$ cat config.mk
export PLATFORM = sky130hd
export DESIGN_NAME = ws2812_frame_scheduler
export DESIGN_NICKNAME = d
export VERILOG_FILES = /design/src/rtl/ws2812_pkg.sv /design/src/rtl/ws2812_mem_arbiter.sv /design/src/rtl/ws2812_frame_scheduler.sv
export SDC_FILE = /design/constraint.sdc
export NUM_CORES = 1
export LEC_CHECK = 0
export BUFFER_PORTS_ARGS = -buffer_cell sky130_fd_sc_hd__clkbuf_2
export CORE_MARGIN = 2
export CORE_UTILIZATION = 45
export DETAILED_ROUTE_END_ITERATION = 7
export HOLD_SLACK_MARGIN = 0.05
export PLACE_DENSITY = 0.68
export SLEW_MARGIN = 10
export SYNTH_ARGS = -nofsm -noshare
export SYNTH_HDL_FRONTEND = slang
export SYNTH_SLANG_ARGS = --single-unit
$ cat constraint.sdc
create_clock -name clk -period 5.9 [get_ports clk]
set_input_delay 0.59 -clock clk [delete_from_list [all_inputs] [get_ports clk]]
set_output_delay 0.59 -clock clk [all_outputs]
set_load 0.05 [all_outputs]
$ cat src/rtl/ws2812_pkg.sv
// Shared types and defaults for the WS2812 frame scheduler.
// Holds the frame-loop state encoding and the latch-gap helper.
package ws2812_pkg;

  localparam int DEF_ADDR_W    = 16;
  localparam int DEF_DATA_W    = 24;
  localparam int DEF_MIN_LATCH = 2500;

  typedef enum logic [1:0] {IDLE, LATCH, STREAM, DRAIN} state_t;

  // Inter-frame gap never drops below the WS2812 latch time.
  function automatic logic [15:0] gap_len(input logic [15:0] delay, input logic [15:0] min_gap);
    return (delay > min_gap) ? delay : min_gap;
  endfunction

endpackage

$ cat src/rtl/ws2812_mem_arbiter.sv
// Fixed-priority mux for the single-port pixel BRAM: reader first, writer otherwise.
// Out-of-range writes are still granted but dropped, with wr_err pulsed.
module ws2812_mem_arbiter #(
  parameter int DEPTH  = 1024,
  parameter int ADDR_W = 16,
  parameter int DATA_W = 24
) (
  input  logic              enable,
  input  logic              rd_need,
  input  logic [ADDR_W-1:0] rd_addr,
  input  logic              wr_req,
  input  logic [ADDR_W-1:0] wr_addr,
  input  logic [DATA_W-1:0] wr_data,
  output logic              wr_gnt,
  output logic              wr_err,
  output logic              mem_we,
  output logic              mem_re,
  output logic [ADDR_W-1:0] mem_addr,
  output logic [DATA_W-1:0] mem_wdata
);

  always_comb begin
    wr_gnt    = 1'b0;
    wr_err    = 1'b0;
    mem_we    = 1'b0;
    mem_re    = 1'b0;
    mem_addr  = '0;
    mem_wdata = '0;
    if (rd_need) begin
      mem_re   = 1'b1;
      mem_addr = rd_addr;
    end else if (wr_req && enable) begin
      wr_gnt = 1'b1;
      if (wr_addr < ADDR_W'(DEPTH)) begin
        mem_we    = 1'b1;
        mem_addr  = wr_addr;
        mem_wdata = wr_data;
      end else begin
        wr_err = 1'b1;
      end
    end
  end

endmodule

$ cat src/rtl/ws2812_frame_scheduler.sv
// Frame loop (latch gap, fetch/stream pixels, drain) for a WS2812 chain,
// sharing the pixel BRAM with the UART writer; config is shadowed until frame start.
module ws2812_frame_scheduler
  import ws2812_pkg::*;
#(
  parameter int DEPTH     = 1024,
  parameter int ADDR_W    = DEF_ADDR_W,
  parameter int DATA_W    = DEF_DATA_W,
  parameter int MIN_LATCH = DEF_MIN_LATCH
) (
  input  logic              clk,
  input  logic              reset,
  input  logic              cfg_valid,
  input  logic [ADDR_W-1:0] num_leds,
  input  logic [15:0]       data_delay,
  input  logic              wr_req,
  input  logic [ADDR_W-1:0] wr_addr,
  input  logic [DATA_W-1:0] wr_data,
  output logic              wr_gnt,
  output logic              wr_err,
  output logic              mem_we,
  output logic              mem_re,
  output logic [ADDR_W-1:0] mem_addr,
  output logic [DATA_W-1:0] mem_wdata,
  input  logic [DATA_W-1:0] mem_rdata,
  output logic              px_valid,
  output logic [DATA_W-1:0] px_data,
  output logic              px_last,
  input  logic              px_ready,
  input  logic              ser_busy,
  output logic              frame_done,
  output logic [15:0]       frame_cnt,
  output logic              busy
);

  localparam logic [ADDR_W-1:0] DEPTH_A = ADDR_W'(DEPTH);
  localparam logic [15:0]       MIN_GAP = 16'(MIN_LATCH);

  state_t            state, state_nxt;
  logic [ADDR_W-1:0] shadow_n, act_n, fetch_idx, out_idx;
  logic [15:0]       shadow_d, act_d, gap_cnt;
  logic              hold_vld, rd_pend, rd_need, xfer, wr_en;
  logic [DATA_W-1:0] hold_dat;

  // A read is only issued into an empty hold register, so one pixel costs at most one port cycle.
  assign rd_need  = (state == STREAM) && !hold_vld && !rd_pend && (fetch_idx < act_n);
  assign px_valid = hold_vld;
  assign px_data  = hold_dat;
  assign px_last  = hold_vld && (out_idx == act_n - ADDR_W'(1));
  assign xfer     = hold_vld && px_ready;
  assign busy     = (state != IDLE);
  assign wr_en    = !reset;

  ws2812_mem_arbiter #(.DEPTH(DEPTH), .ADDR_W(ADDR_W), .DATA_W(DATA_W)) u_arb (
    .enable    (wr_en),
    .rd_need   (rd_need),
    .rd_addr   (fetch_idx),
    .wr_req    (wr_req),
    .wr_addr   (wr_addr),
    .wr_data   (wr_data),
    .wr_gnt    (wr_gnt),
    .wr_err    (wr_err),
    .mem_we    (mem_we),
    .mem_re    (mem_re),
    .mem_addr  (mem_addr),
    .mem_wdata (mem_wdata)
  );

  always_ff @(posedge clk or posedge reset) begin
    if (reset) state <= IDLE;
    else       state <= state_nxt;
  end

  always_comb begin
    state_nxt  = state;
    frame_done = 1'b0;
    case (state)
      IDLE:   if (cfg_valid && num_leds != '0) state_nxt = LATCH;
      LATCH:  if (gap_cnt == '0) state_nxt = (shadow_n == '0) ? IDLE : STREAM;
      STREAM: if (xfer && px_last) state_nxt = DRAIN;
      DRAIN: begin
        if (!ser_busy) begin
          frame_done = 1'b1;
          state_nxt  = LATCH;
        end
      end
      default: state_nxt = IDLE;
    endcase
  end

  // gap_cnt is loaded with gap-1 so LATCH lasts exactly the gap length.
  always_ff @(posedge clk or posedge reset) begin
    if (reset) begin
      shadow_n  <= '0;
      shadow_d  <= '0;
      act_n     <= '0;
      act_d     <= '0;
      gap_cnt   <= '0;
      fetch_idx <= '0;
      out_idx   <= '0;
      frame_cnt <= '0;
      rd_pend   <= 1'b0;
      hold_vld  <= 1'b0;
      hold_dat  <= '0;
    end else begin
      if (cfg_valid) begin
        shadow_n <= (num_leds > DEPTH_A) ? DEPTH_A : num_leds;
        shadow_d <= data_delay;
      end
      case (state)
        IDLE: begin
          if (cfg_valid && num_leds != '0) begin
            gap_cnt <= gap_len(data_delay, MIN_GAP) - 16'd1;
            act_d   <= data_delay;
          end
        end
        LATCH: begin
          if (gap_cnt == '0) begin
            act_n     <= shadow_n;
            act_d     <= shadow_d;
            fetch_idx <= '0;
            out_idx   <= '0;
          end else begin
            gap_cnt <= gap_cnt - 16'd1;
          end
        end
        STREAM: begin
          if (rd_need) fetch_idx <= fetch_idx + ADDR_W'(1);
          if (xfer)    out_idx   <= out_idx + ADDR_W'(1);
        end
        DRAIN: begin
          if (!ser_busy) begin
            frame_cnt <= frame_cnt + 16'd1;
            gap_cnt   <= gap_len(act_d, MIN_GAP) - 16'd1;
          end
        end
        default: ;
      endcase
      rd_pend <= rd_need;
      if (rd_pend) begin
        hold_vld <= 1'b1;
        hold_dat <= mem_rdata;
      end else if (xfer) begin
        hold_vld <= 1'b0;
      end
    end
  end

endmodule

# After elaboration in Yosys (flattened, before gate mapping)
# Index checks and enable logic that the tools add are counted.
# W data, S select, Z words.
[word_totals] regBits=156 input_bits=102 word_cells=103 output_inout_bits=88
[op_classes] eq_ne=11 reduce_logical=27 mux=40 order_cmp=5 n_addsub=7 n_bitwise=1
[op_table] cell="$mux W16" count=14
[op_table] cell="$pmux W16 S2" count=3
[op_table] cell="$mux W24" count=3
[op_table] cell="$sub A16 B1 Y16 const B" count=4
[op_table] cell="$add A16 B1 Y16 const B" count=3
[op_table] cell="$pmux W16 S3" count=1
[op_table] cell="$gt A16 B12 Y1 const B" count=2
[op_table] cell="$logic_not A16 Y1" count=2
[op_table] cell="$eq A16 B16 Y1" count=1
[op_table] cell="$gt A16 B11 Y1 const B" count=1
[op_table] cell="$lt A16 B11 Y1 const B" count=1
[op_table] cell="$lt A16 B16 Y1" count=1
[op_table] cell="$reduce_bool A16 Y1" count=1
[op_table] cell="$mux W1" count=13
[op_table] cell="$ne A2 B2 Y1 const B" count=6
[op_table] cell="$mux W2" count=5
[op_table] cell="$reduce_and A3 Y1" count=3
[op_table] cell="$logic_and A1 B1 Y1" count=8
[op_table] cell="$pmux W2 S4" count=1
[op_table] cell="$reduce_and A4 Y1" count=2
[op_table] cell="$reduce_bool A2 Y1" count=4
[op_table] cell="$eq A2 B2 Y1 const B" count=2
[op_table] cell="$reduce_and A2 Y1" count=2
[op_table] cell="$logic_not A1 Y1" count=3
[op_table] cell="5 further kinds" count=5

# Longest topological paths before layout
# Gate-level depths: netlist of the first run.
[depth] word_depth=6 depth_mapped=13

# By module
# A second synthesis of the first run with hierarchy kept.
[hier_totals] hier_cells=954 hier_area_um2=9196.3
[modules_own_cells] module="ws2812_frame_scheduler" area_each_um2=8585.7 seq_area_each_um2=3903.7 n_inst=1 cells_each=851
[modules_own_cells] module="ws2812_mem_arbiter" area_each_um2=610.6 seq_area_each_um2=0.0 n_inst=1 cells_each=103

# Worst setup path after synthesis of the first run
# No wires, ideal clock.
[synth_timing] kind="reg2out" start="register act_n[9]" end="output port wr_err" t_arrival_ns=3.426 t_required_ns=5.310 slack_ns=1.884 n_path_buf=2 path_stages_with_launch=12 cell_sequence="dfrtp_1 -> clkbuf_1 -> inv_1 -> ha_1 -> a21o_1 -> a21o_1 -> a21oi_1 -> o21ai_0 -> a21oi_1 -> clkbuf_1 -> nor3b_1 -> and2_1"
[synth_between] elab_chain_cells=3
[synth_rtl] element="from (decl)" line_no="ws2812_frame_scheduler.sv:40" rtl="logic [ADDR_W-1:0] shadow_n, act_n, fetch_idx, out_idx;"
[synth_rtl] element="from (signal assigned)" line_no="ws2812_frame_scheduler.sv:119" rtl="act_n <= shadow_n;"
[synth_rtl] element="$lt A16 B16 Y1" line_no="ws2812_frame_scheduler.sv:46" rtl="assign rd_need = (state == STREAM) && !hold_vld && !rd_pend && (fetch_idx < act_n);"
[synth_rtl] element="$logic_and A1 B1 Y1" line_no="ws2812_frame_scheduler.sv:46"
[synth_rtl] element="$mux W1" line_no="ws2812_mem_arbiter.sv:29" rtl="if (rd_need) begin"
[synth_rtl] element="to (decl)" line_no="ws2812_frame_scheduler.sv:20" rtl="output logic wr_err,"
# Every way passes these cells.

# Worst setup path in the final report of the first run
[layout_timing] start="register act_n[9]" end="output port mem_wdata[1]"
[layout_between] elab_chain_cells=3
[layout_rtl] element="$lt A16 B16 Y1" line_no="ws2812_frame_scheduler.sv:46"
[layout_rtl] element="$logic_and A1 B1 Y1" line_no="ws2812_frame_scheduler.sv:46"
[layout_rtl] element="$mux W24" line_no="ws2812_mem_arbiter.sv:29"
[layout_rtl] element="to (decl)" line_no="ws2812_frame_scheduler.sv:24" rtl="output logic [DATA_W-1:0] mem_wdata,"
# Every way passes these cells.

==> impl_metrics.ini, run 1 <==
[status]
status = finished clean

[sta]
final_max_slew_viol_count = 0
holdWs_ns = 0.2563
setup_viol = 0
finalClockSkew_ns = 0.008809
fin_crit_sh_pct = 75.26
worst_pin_slew_ns = 1.059
fin_setup_tns_ns = 0
fmax_mhz = 225.2
finalHoldViolCount = 0
rsz0062_at_grt = false
slew-limit-headroom_pct = 29.40
min_period_ns = 4.440

[routing]
via_per_inst = 5.521
via_count = 7779
drc = 0
drt-pass1-iter-count = 5
drt-initial-drc-count = 478
routed_wirelength_um = 23280
routedWlPerCell_um = 16.52
detail-route-antenna-nets = 0

[setup_path]
critical-path-top-delay-family = buffers and inverters
crit_buf_inv = 4
crit_chain = inv_1 > ha_1 > a21o_1 > a21o_1 > a21oi_1 > o21ai_0 > a21oi_4 > buf_4 > nor4b_2 > buf_4 > and2_1 > clkbuf_2
cp-end-kind = primary output
slowest_delay_ns = 0.77
cp-start-kind = flop
arrival_ns = 3.85
rrSetupSlack_ns = 2.07
cp_max_fo = 44
critical_path.slowest_cell = nor4b_2
crit_type = flop to primary output
required_ns = 5.31

[global_routing]
grt_use_total_pct = 22.07
grt_pass1_wl_um = 38520
grt_start_max_net_pins = 62
grt-ovfl-total = 0
grt_pass1_vias = 7646
antenna_found_initial = 0

[power]
pwr-share-comb_pct = 42.0
p_int_w = 0.002596
leakage_nw = 5.180
total_power_w = 0.004470
clkPwrFrac_pct = 24.8
power_switching_w = 0.001874
p_seq_share_pct = 33.3
switching_share_pct = 41.93
power_density_nw_per_um2 = 410.7
vdd_drop_max_uv = 340.3

[clocking]
tritoncts = done
ctsHoldBuffers = 0
cts_buffer_depth = 2
clock-sinks = 156
cts_root_buf = clkbuf_16
post_cts.resized_instances = 0
clkSlewWorstSetupHoldPaths_ns = 0.06
htree_levels = 4
post_cts_buffers = 0
cts_buffers = 17
insertion_delay_ns = 0.43

[logic_synthesis]
yosys.area.top_type = dfrtp_1
synthTopCellsByArea = dfrtp_1, mux2_2, nand2_1
synth_area_per_cell_um2 = 9.453
netlist.area_leader.share_pct = 43.02
synth_nets = 1088
synth-async-reset-ratio_pct = 100.0
synth-edff-count = 0
ys.flop_type = dfrtp_1
synth_cell_types = 65
syn-cell-area_um2 = 9075
syn_inst = 960
yosysWarnings = 0
ys_seq_elements = 156
seq_area_frac_synth_pct = 43.02

[run]
drv_cap = 0

[layout]
stdcell_area_um2 = 10880
drive_gt1_share_pct = 26.31
syn_to_final_growth_pct = 19.92
nets = 1259
layout.cells.most_common_list = clkbuf_2, dfrtp_1, nand2_1, nor2_1, o21ai_0
diodes = 0
mostFrequentLayoutCell = clkbuf_2

[die]
rows = 51
initial_utilization_pct = 46.17
pin_count = 190
placeableCoreArea_um2 = 19650
die_x_um = 146.0
die_area_um2 = 21320
die_y_um = 146.0

[place]
dpl.hpwl_um = 17340
dpl_cell_area_um2 = 10270
io_buffers = 189
gp_congestion = 0.9654

[min_path]
hp-class = input pin to async pin
registers in the layout, summed over array words and instances, names as in the netlist:
signal,count
px_data,24
out_idx,16
px_valid,1
gap_cnt,16
shadow_n,16
fetch_idx,16
shadow_d,16
rd_pend,1
state,2
frame_cnt,16
act_n,16
act_d,16
worst reg2reg max path, delay by kind of cell, from the launching register on:
| kind | cells | cell delay [ns] |
|---|---|---|
| buffers and inverters | 1 | 0.14 |
| flip-flops | 1 | 0.44 |
| adder cells (fa/ha/maj) | 2 | 1.04 |
| AND/OR/NAND/NOR | 3 | 1.27 |
| AO/OA/AOI/OAI | 4 | 0.84 |
through the flow:
step	setup slack (ns)	instances	util [%]
floorplan	1.103	960	-
global placement	2.041	1376	52.28
detailed placement	1.885	1376	52.28
CTS	1.428	1408	55.30
global route	1.123	1409	55.37
finish	1.460	1409	55.37
final timing paths:
path / startpoint / endpoint / depth (start not counted)
max reg2reg: state[1] / gap_cnt[14] / 10
min: reset / fetch_idx[5] / 2
min reg2reg: frame_cnt[15] / frame_cnt[15] / 1
min in group clk: num_leds[7] / shadow_n[7] / 3
max in group asynchronous: reset / gap_cnt[6] / 3
max: act_n[9] / mem_wdata[1] / 12
per-layer routing:
metal,GRT usage (%),part of all wire (%)
met5,0,0
met3,3.625,4.7
met2,38.68,50
met1,28.11,44
met4,6.650,1.7
synth_stat cells (19+ instances only):
| master | count |
|---|---|
| ha_1 | 26 |
| xor2_1 | 21 |
| clkbuf_1 | 43 |
| nand4_1 | 26 |
| nor3_1 | 27 |
| nand3_1 | 22 |
| a22o_1 | 19 |
| xnor2_1 | 33 |
| and2_1 | 38 |
| a21oi_1 | 44 |
| nor2_1 | 60 |
| mux2i_1 | 20 |
| dfrtp_1 | 156 |
| inv_1 | 43 |
| o21ai_0 | 58 |
| nand2_1 | 97 |
| mux2_2 | 49 |
final cells by class:
class | instances | area (um2)
clock inverter | 12 | 136.4
fill | 1800 | 8771
inverter | 43 | 166.4
sequential | 156 | 3904
timing repair buffer | 198 | 1021
multi-input combinational | 715 | 4867
tap | 265 | 331.6
clock buffer | 20 | 456.7
power by group through the flow:
stage	Clock (W)	Combinational, W	Sequential [W]
after global routing	0.00117	0.00207	0.00152
after detailed placement	0	0.00185	0.00150
after floorplan	0	0.00113	0.00174
after global placement	0	0.00182	0.00149
after CTS	0.00113	0.00186	0.00149
final	0.00111	0.00188	0.00149
cell families (layout without fill, tap and decap cells):
group                    after synthesis  after routing  share of synthesized area, %
AND/OR/NAND/NOR                      373            373                         22.42
AO/OA/AOI/OAI                        193            193                         13.72
flip-flops                           156            156                         43.02
buffers and inverters                 89            273                         3.764
multiplexers                          69             69                         8.286
XOR/XNOR                              54             54                         5.212
adder cells (fa/ha/maj)               26             26                         3.585
Power figures use the tool's default switching activity.
==> inputs of run 2 (changes only) <==
--- a/config.mk
+++ b/config.mk
@@ -10,7 +10,7 @@
 export CORE_UTILIZATION = 45
 export DETAILED_ROUTE_END_ITERATION = 7
 export HOLD_SLACK_MARGIN = 0.05
-export PLACE_DENSITY = 0.68
+export PLACE_DENSITY = 0.7
 export SLEW_MARGIN = 10
 export SYNTH_ARGS = -nofsm -noshare
 export SYNTH_HDL_FRONTEND = slang
==> constraint.sdc (replaced) <==
create_clock -name clk -period 3.95 [get_ports clk]
set_input_delay 0.395 -clock clk [delete_from_list [all_inputs] [get_ports clk]]
set_output_delay 0.395 -clock clk [all_outputs]
set_load 0.05 [all_outputs]
==> run 2 against run 1 <==
Setup slack got worse by 1.1 ns. First-iteration DRC count is 14% higher. Global-route usage grew 0.26 points. Non-clock buffer count increased by 7. Sequential power increased by 50%. Flip-flop and latch count is the same. Count of clock-buffer cells in the layout fell by 2. Core utilization rose by 0.11 points. Register-to-register slack got worse by 1.2 ns. Critical path depth down 5. Largest power group unchanged.
==> impl_metrics.ini, run 2 (synthesized netlist as in run 1, its figures left out) <==
[sta]
fin_crit_sh_pct = 89.70
setup_viol = 0
min_period_ns = 3.543
fmax_mhz = 282.2
finalClockSkew_ns = 0.01123
finalHoldViolCount = 0
slew-limit-headroom_pct = 40.79
final.setup.worst_slack_ns = 0.4067
worst_pin_slew_ns = 0.8849
final_max_slew_viol_count = 0
rsz0062_at_grt = false
fin_setup_tns_ns = 0
holdWs_ns = 0.1709

[power]
power_density_nw_per_um2 = 608.6
vdd_drop_max_uv = 405.8
leakage_nw = 5.186

[global_routing]
grt-ovfl-total = 0
grt_use_total_pct = 22.33
grt_pass1_vias = 7829
antenna_found_initial = 0
grt_start_max_net_pins = 84
grt_pass1_wl_um = 39150

[clocking]
cts_buffer_depth = 2
clock-sinks = 156
clkSlewWorstSetupHoldPaths_ns = 0.07
tritoncts = done
post_cts_buffers = 0
cts_root_buf = clkbuf_16
insertion_delay_ns = 0.42
post_cts.resized_instances = 0
cts_buffers = 17
ctsHoldBuffers = 0
htree_levels = 4

[setup_path]
required_ns = 3.56
cp_max_fo = 9
critical_path.slowest_cell = or4_1
crit_buf_inv = 1
slowest_delay_ns = 0.73
arrival_ns = 3.15
cp-start-kind = flop
cp-end-kind = primary output
critical-path-top-delay-family = simple AND/OR/NAND/NOR gates
crit_type = flop to primary output
crit_chain = or4_1 > nand2b_2 > nor3_1 > mux2i_1 > nand3_1 > nor3_1 > clkbuf_2
crit_top_cell = nor3_1

[routing]
drc = 0
routedWlPerCell_um = 16.61
detail-route-antenna-nets = 0
routed_wirelength_um = 23520
drt-initial-drc-count = 544
drt-pass1-iter-count = 5
via_per_inst = 5.569
via_count = 7886

[layout]
largest_reg_flops = 24
layout.cells.most_common_list = clkbuf_2, dfrtp_1, nand2_1, nor2_1, o21ai_0
syn_to_final_growth_pct = 20.16
n_fill_cell = 1815
final_util_pct = 55.48
final_cells = 1416
diodes = 0
drive_gt1_share_pct = 26.93
nets = 1266
mostFrequentLayoutCell = clkbuf_2

[place]
place_ws_ns = 0.8418
post-place-cells = 1384
gp_congestion = 0.9461
dpl.hpwl_um = 17280
io_buffers = 189

[die]
placeableCoreArea_um2 = 19650
initial_utilization_pct = 46.17
die_area_um2 = 21320
die_x_um = 146.0
pin_count = 190
rows = 51
die_y_um = 146.0

[run]
drv_cap = 0

[min_path]
hp-class = input pin to async pin

[status]
status = finished clean
==> run 2: layout make-up <==
type | count | area [um2] | share of cell area (%)
timing repair buffer | 205 | 1079 | 9.891
inverter | 43 | 165.2 | 1.515
tap | 265 | 331.6 | 3.041
clock inverter | 14 | 123.9 | 1.136
sequential | 156 | 3904 | 35.80
multi-input combinational | 715 | 4872 | 44.68
clock buffer | 18 | 429.2 | 3.936
==> run 2: routing by layer <==
| layer | up-vias | share of wire, % | global-route usage [%] |
|---|---|---|---|
| met2 | 245 | 50 | 38.89 |
| met5 | - | 0 | 0 |
| met4 | 0 | 2.3 | 7.039 |
| met1 | 3785 | 43 | 28.33 |
| met3 | 43 | 4.6 | 4.000 |
| li1 | 3813 | - | - |
==> run 2: metrics by stage <==
step / power, W / instance area (um2)
after global routing: 0.007062 / 10900
final: 0.006636 / 10900
after detailed placement: 0.005083 / 10350
after global placement: 0.005032 / 10350
after floorplan: 0.004299 / 9079
after CTS: 0.006671 / 10900
==> run 2: path summary, 6_finish.rpt <==
check	start	endpoint	slack, ns	cells past startpoint
max	act_n[2]	px_last	0.41	7
min	reset	fetch_idx[5]	0.17	2
max reg2reg	state[1]	gap_cnt[9]	0.86	9
min reg2reg	frame_cnt[15]	frame_cnt[15]	0.47	1
max in group asynchronous	reset	frame_cnt[3]	2.83	3
min in group clk	num_leds[8]	shadow_n[8]	0.19	3
==> run 2: report_power, final <==
part,leakage [nW],total (W),internal [W],switching [W]
sequential,2.04,0.00223,0.00194,0.000288
clock,0.268,0.00156,0.000829,0.000728
combinational,2.88,0.00285,0.000987,0.00187
total,5.19,0.00664,0.00375,0.00288
==> inputs of run 3 (changes only) <==
--- a/config.mk
+++ b/config.mk
@@ -10,7 +10,7 @@
 export CORE_UTILIZATION = 45
 export DETAILED_ROUTE_END_ITERATION = 7
 export HOLD_SLACK_MARGIN = 0.05
-export PLACE_DENSITY = 0.7
+export PLACE_DENSITY = 0.67
 export SLEW_MARGIN = 10
 export SYNTH_ARGS = -nofsm -noshare
 export SYNTH_HDL_FRONTEND = slang
==> run 3 against run 2 <==
Core utilization grew 0.42 points. Power up 1.9%. Die area is the same. Via count about the same. Cell count up 0.28%. Count of clock-buffer cells in the layout is the same. Sequential power about the same. Combinational power about the same. Cell area increased by 0.76%. Global-route usage rose by 0.84 points. Flip-flop and latch count did not move. Non-clock buffer count increased by 4. Critical endpoint unchanged. Largest cell class unchanged.
==> impl_metrics.ini, run 3 (synthesized netlist as in run 1, its figures left out) <==
[setup_path]
crit_chain = or4_1 > or2_2 > a211oi_1 > a31oi_1 > nor3_1 > nand3_1 > nor3_1 > clkbuf_2
slowest_delay_ns = 0.65
crit_top_cell = nor3_1
required_ns = 3.56
cp-start-kind = flop
r2r_start = state[0]
cp_max_fo = 10
critical_path.slowest_cell = or4_1
cp-startpoint = act_n[9]
arrival_ns = 3.11
crit_type = flop to primary output
cp-end-kind = primary output

[routing]
routedWlPerCell_um = 16.93
drc = 0
detail-route-antenna-nets = 0
via_per_inst = 5.558
drt-initial-drc-count = 399
routed_wirelength_um = 24040
via_count = 7893
drt-pass1-iter-count = 5

[die]
die_y_um = 146.0
die_x_um = 146.0
initial_utilization_pct = 46.17
pin_count = 190
rows = 51
placeableCoreArea_um2 = 19650
die_area_um2 = 21320

[place]
gp_congestion = 0.9721
dpl.hpwl_um = 17820
place_ws_ns = 0.8222
io_buffers = 189

[global_routing]
grt_use_total_pct = 23.17
antenna_found_initial = 0
grt_start_max_net_pins = 53
grt_pass1_wl_um = 40170
grt_pass1_vias = 7827
grt-ovfl-total = 0

[clocking]
tritoncts = done
cts_buffer_depth = 2
clkSlewWorstSetupHoldPaths_ns = 0.07
post_cts_buffers = 0
insertion_delay_ns = 0.43
ctsHoldBuffers = 0
post_cts.resized_instances = 0
htree_levels = 4
clock-sinks = 156
cts_root_buf = clkbuf_16
cts_buffers = 17

[layout]
nets = 1270
mostFrequentLayoutCell = clkbuf_2
largest_reg_flops = 24
diodes = 0
syn_to_final_growth_pct = 21.07
layout.cells.most_common_list = clkbuf_2, dfrtp_1, nand2_1, nor2_1, o21ai_0
n_fill_cell = 1848
drive_gt1_share_pct = 27.10
final_util_pct = 55.90

[sta]
fmax_mhz = 285.1
final_max_slew_viol_count = 0
final.setup.worst_slack_ns = 0.4429
worst_pin_slew_ns = 1.057
min_period_ns = 3.507
fin_crit_sh_pct = 88.79
rsz0062_at_grt = false
fin_setup_tns_ns = 0
setup_viol = 0
finalClockSkew_ns = 0.01484
slew-limit-headroom_pct = 29.36
holdWs_ns = 0.1898
finalHoldViolCount = 0

[min_path]
hp-start = num_leds[8]
hp-class = input pin to flop

[power]
total_power_w = 0.006765
vdd_drop_max_uv = 529.4
power_density_nw_per_um2 = 615.7
leakage_nw = 5.231

[run]
drv_cap = 0

[status]
status = finished clean
[run 3: area by class of cell]
cell class / count / area (um2) / share of cell area, %
clock buffers: 18 / 439.2 / 3.997
multi-input cells: 715 / 4867 / 44.30
clock inverters: 14 / 171.4 / 1.560
well taps: 265 / 331.6 / 3.018
inverters: 43 / 165.2 / 1.503
repair buffers: 209 / 1109 / 10.09
flip-flops and latches: 156 / 3904 / 35.53
[run 3: final timing paths]
kind                            endpoint  slack [ns]  depth (start not counted)
max                              px_last        0.44                          8
min                          shadow_n[8]        0.19                          3
max reg2reg                   gap_cnt[9]        0.74                          8
min reg2reg                frame_cnt[15]        0.47                          1
max in group asynchronous     gap_cnt[9]        2.75                          3
min in group asynchronous   fetch_idx[6]        0.25                          2
[run 3: where the power goes]
group / internal (W) / switching (W) / leakage [nW]
registers: 0.00194 / 0.000282 / 2.04
clock network: 0.000922 / 0.000763 / 0.292
logic: 0.00100 / 0.00186 / 2.90
[run 3: stage by stage]
stage          std cells  instance area [um2]
6_report            1420                10990
5_1_grt             1420                10990
4_1_cts             1420                10990
3_5_place_dp        1388                10380
3_3_place_gp        1388                10380
2_1_floorplan        960                 9079
[run 3: metal layers]
layer  vias up  wire length (um)  global-route usage [%]
met5         -                 0                       0
met4         0               440                   6.942
met3        35              1257                   4.094
met2       254             11980                   40.42
met1      3794             10360                   29.52
li1       3810                 -                       -
[run 3: worst max-delay path, delay by kind of cell, from the launching register on]
| family | cells | cell delay, ns |
|---|---|---|
| DFF | 1 | 0.50 |
| and+or+nand+nor | 5 | 1.53 |
| AOI/OAI and AO/OA | 2 | 0.33 |
| buffers and inverters | 1 | 0.33 |
